### src/rtl/game_random_arbiter.sv
// Round-robin arbiter sharing one Galois LFSR among N_REQ requesters; each grant
// carries the pre-step LFSR value. Optional seed port under `GAME_RANDOM_SEED_EN.
module game_random_arbiter #(
  parameter int               N_REQ      = 4,
  parameter int               WIDTH      = 16,
  parameter logic [WIDTH-1:0] POLY       = 16'h100B,
  parameter logic [WIDTH-1:0] RESET_SEED = 16'h1FFF
) (
  input  logic             clk,
  input  logic             reset,
  input  logic [N_REQ-1:0] req,
  output logic [N_REQ-1:0] gnt,
  output logic [WIDTH-1:0] random
`ifdef GAME_RANDOM_SEED_EN
  ,
  input  logic             seed_load,
  input  logic [WIDTH-1:0] seed
`endif
);

  localparam int PTR_W = (N_REQ > 1) ? $clog2(N_REQ) : 1;

  typedef enum logic {IDLE, GRANT} state_t;

  state_t           state;
  logic [WIDTH-1:0] lfsr, lfsr_shift, lfsr_next;
  logic [PTR_W-1:0] rr_ptr, pick, cand, ptr_next;
  logic [N_REQ-1:0] pick_oh;
  logic             hit;

  // A zero state would lock the LFSR up, so it is replaced by the reset seed.
  always_comb begin
    lfsr_shift = {lfsr[WIDTH-2:0], 1'b0} ^ (lfsr[WIDTH-1] ? POLY : '0);
    lfsr_next  = (lfsr_shift == '0) ? RESET_SEED : lfsr_shift;
`ifdef GAME_RANDOM_SEED_EN
    if (seed_load) lfsr_next = (seed == '0) ? RESET_SEED : seed;
`endif
  end

  // Circular search for the first request at or after rr_ptr.
  always_comb begin
    hit  = 1'b0;
    pick = '0;
    cand = '0;
    for (int i = 0; i < N_REQ; i++) begin
      cand = PTR_W'((int'(rr_ptr) + i) % N_REQ);
      if (!hit && req[cand]) begin
        hit  = 1'b1;
        pick = cand;
      end
    end
    pick_oh       = '0;
    pick_oh[pick] = 1'b1;
    ptr_next      = PTR_W'((int'(pick) + 1) % N_REQ);
  end

  always_ff @(posedge clk or negedge reset) begin
    if (!reset) begin
      lfsr   <= RESET_SEED;
      state  <= IDLE;
      rr_ptr <= '0;
      gnt    <= '0;
      random <= '0;
    end else begin
      lfsr <= lfsr_next;
      case (state)
        IDLE: begin
          if (hit) begin
            random <= lfsr;
            gnt    <= pick_oh;
            rr_ptr <= ptr_next;
            state  <= GRANT;
          end else begin
            gnt <= '0;
          end
        end
        GRANT: begin
          gnt   <= '0;
          state <= IDLE;
        end
        default: begin
          gnt   <= '0;
          state <= IDLE;
        end
      endcase
    end
  end

endmodule

### config.mk
export PLATFORM = sky130hd
export DESIGN_NAME = game_random_arbiter
export DESIGN_NICKNAME = d
export VERILOG_FILES = /design/src/rtl/game_random_arbiter.sv
export SDC_FILE = /design/constraint.sdc
export NUM_CORES = 1
export LEC_CHECK = 0
export CAP_MARGIN = 20
export CORE_MARGIN = 2
export CORE_UTILIZATION = 50
export CTS_CLUSTER_SIZE = 20
export DETAILED_ROUTE_END_ITERATION = 8
export GPL_TIMING_DRIVEN = 0
export PLACE_DENSITY = 0.73
export SYNTH_ARGS = -nofsm -noshare
export SYNTH_HDL_FRONTEND = slang
export SYNTH_SLANG_ARGS = --single-unit
### constraint.sdc
create_clock -name clk -period 4.3 [get_ports clk]
set_input_delay 0.86 -clock clk [delete_from_list [all_inputs] [get_ports clk]]
set_output_delay 0.86 -clock clk [all_outputs]
set_load 0.01 [all_outputs]
==> results.ini <==
[outcome]
outcome = finished clean

[sta]
max_freq_ghz = 0.448
finalSetupViolCount = 0
timing.hold.ws_ns = 0.451
hold_viol = 0
finalMaxSlewViolations = 0
slew_headroom_pct = 45.9
setup_tns_ns = 0
tightest_slew_ns = 0.811
rsz0062_at_grt = no
period_share_pct = 51.9
min_period_ns = 2.23
finalClockSkew_ns = 0.00983
fin_ws_ns = 2.07

[critical_path]
crit_path_start_kind = input port
worstSetupPathType = in2reg
cp.arrival_ns = 2.46
worst-path-max-fanout = 10
worstSetupEndpointType = register
required_ns = 4.52
reg2regPathDepth = 5

[final_layout]
layout.cells.non_filler = 177
final_area_mm2 = 0.00196
final_net_count = 150
syn_to_final_growth_pct = 25.0
drive_gt1_share_pct = 25.7
antenna_cells = 0
fill_cells = 225

[power_and_ir_drop]
p_leak_nw = 0.818
vdd_drop_max_mv = 0.372
p_per_area_mw_per_mm2 = 506

[clocking]
clk_pin_slew_ns = 0.11
cts_hold_buf = 0
post_cts_buffers = 0
cts_buffers = 5
clock_tree.htree_level_count = 2
clk-insertion-delay-late_ns = 0.33
cts_sinks = 39
clockRootBuffer = clkbuf_4
cts_tree = yes
cts_resized = 0
cts.path.max_buffers = 2

[logic_synthesis]
syn_nets = 118
syn_area_mm2 = 0.00156
avgSynthCellArea_um2 = 14.1
syn_inst = 111
yosysSeqAreaShare_pct = 63.4
synth_warnings = 0
ys_seq_elements = 39
yosysUniqueCellTypes = 30

[detailed_routing]
drt_pass1_iterations = 3
vias = 913
detail_route.wl_per_cell_um = 14.4
via_per_inst = 5.16
ant_nets = 0
drc = 0
drt-initial-drc-count = 14
drt-total-wl_mm = 2.55

[global_route]
globalRouteTotalUtil_pct = 17.0
globalRouteOverflowTotal = 0
grt_pass1_vias = 1003
antenna_found_initial = 0
grt_max_degree = 40
grt_pass1_wl_mm = 4.39

[floorplanning]
chipWidth_um = 59.9
rows = 20
dieHeight_um = 59.9
coreArea_mm2 = 0.00300
dieArea_mm2 = 0.00359
io-pin-count = 26
start_util_pct = 52.1

[worst_hold_path]
hp-class = reg2reg
holdPathStages = 1

[placed_design]
dp_hpwl_mm = 1.87
place_inst = 169
placed_area_mm2 = 0.00185
dpl_worst_slack_ns = 1.68
io_buffers = 25
gp_congestion = 0.707

[job]
maxCapViolCount = 0

==> synth_stat cells <==
master / instances / area share, %
dfrtp_1: 26 / 42
dfstp_2: 13 / 22
mux2_1: 13 / 9.4
or2_1: 11 / 4.4
nor2_1: 5 / 1.2
nand2b_1: 4 / 1.6
clkbuf_1: 3 / 0.72
inv_1: 3 / 0.72
mux2_2: 3 / 2.2
nand2_1: 3 / 0.72
nor4_1: 3 / 1.2
xnor2_1: 3 / 1.7
a21oi_1: 2 / 0.64
buf_2: 2 / 0.64
buf_6: 2 / 1.4
a211oi_4: 1 / 1.3
a21o_1: 1 / 0.48
a21oi_2: 1 / 0.56
a221oi_4: 1 / 1.7
and3_2: 1 / 0.48
ha_1: 1 / 0.80
nand3_1: 1 / 0.32
nand3b_1: 1 / 0.48
nor2b_1: 1 / 0.40
nor2b_2: 1 / 0.56
nor3_1: 1 / 0.32
nor4_2: 1 / 0.80
o21a_1: 1 / 0.48
o32a_2: 1 / 0.72
or3_4: 1 / 0.72
==> worst paths after layout <==
path / startpoint / slack, ns / to
setup / recovery: req[3] / 2.07 / random[7]$_DFFE_PN0P_
hold / removal: state$_DFF_PN0_ / 0.45 / gnt[0]$_DFF_PN0_
setup reg to reg: lfsr[15]$_DFF_PN0_ / 2.74 / lfsr[10]$_DFF_PN1_
hold reg to reg: state$_DFF_PN0_ / 0.45 / gnt[0]$_DFF_PN0_
max in group asynchronous: reset / 3.18 / random[2]$_DFFE_PN0P_
min in group asynchronous: reset / 0.60 / random[15]$_DFFE_PN0P_
==> critical path, stage by stage <==
cell             delay, ns
clkdlybuf4s50_1       0.54
nor4_2                0.08
nor2_1                0.26
buf_2                 0.34
mux2_1                0.36
==> where the power goes <==
part / leakage, nW / switching [mW] / total (mW) / internal (mW)
sequential: 0.458 / 0.0368 / 0.456 / 0.419
combinational: 0.308 / 0.0993 / 0.235 / 0.136
clock: 0.0514 / 0.117 / 0.298 / 0.181
total: 0.818 / 0.253 / 0.989 / 0.736
==> cell type report <==
cell class / count / area [um2] / share of cell area (%)
flip-flops and latches: 39 / 992 / 50.7
multi-input cells: 62 / 517 / 26.4
repair buffers: 25 / 245 / 12.5
clock inverters: 3 / 67.6 / 3.45
plain buffers: 7 / 43.8 / 2.24
well taps: 33 / 41.3 / 2.11
clock buffers: 5 / 37.5 / 1.92
inverters: 3 / 11.3 / 0.576
==> state kept, by name, summed over array words and instances (netlist names) <==
register and count:
random 16, gnt 4, state 1, lfsr 16, rr_ptr 2
==> cell families (layout without fill, tap and decap cells) <==
logic type | after synthesis | count (layout) | share of synthesized area, %
DFF | 39 | 39 | 63.4
and+or+nand+nor | 34 | 34 | 13.2
muxes | 16 | 16 | 11.5
buffers and inverters | 10 | 43 | 3.52
AOI/OAI and AO/OA | 8 | 8 | 5.84
xor gates and xnor gates | 3 | 3 | 1.68
adders and majority gates | 1 | 1 | 0.800
==> placed cells by master (no fill, tap or decap), types with 3 or more instances in the layout <==
master and n:
nor4_1 3, or2_1 11, nand2b_1 4, clkbuf_4 5, clkdlybuf4s50_1 24, mux2_1 13
dfstp_2 13, buf_2 3, dfrtp_1 26, inv_1 3, mux2_2 3, clkbuf_1 3
nand2_1 3, nor2_1 5, xnor2_1 3
==> metal layers <==
| layer | wire (um) | track usage [%] | part of all wire [%] | vias up |
|---|---|---|---|---|
| met5 | 0 | 0 | 0 | - |
| met4 | 12 | 5.08 | 0.47 | 0 |
| met3 | 103 | 4.55 | 4.0 | 2 |
| met2 | 1330 | 30.1 | 52 | 18 |
| met1 | 1100 | 20.1 | 43 | 458 |
| li1 | - | - | - | 435 |
==> per-stage QoR <==
step | power, mW | utilization [%]
2_1_floorplan | 0.583 | -
3_3_place_gp | 0.691 | 61.8
3_5_place_dp | 0.702 | 61.6
4_1_cts | 1.00 | 65.1
5_1_grt | 1.04 | 65.1
6_report | 0.989 | 65.1
(Power assumes the default switching activity.)
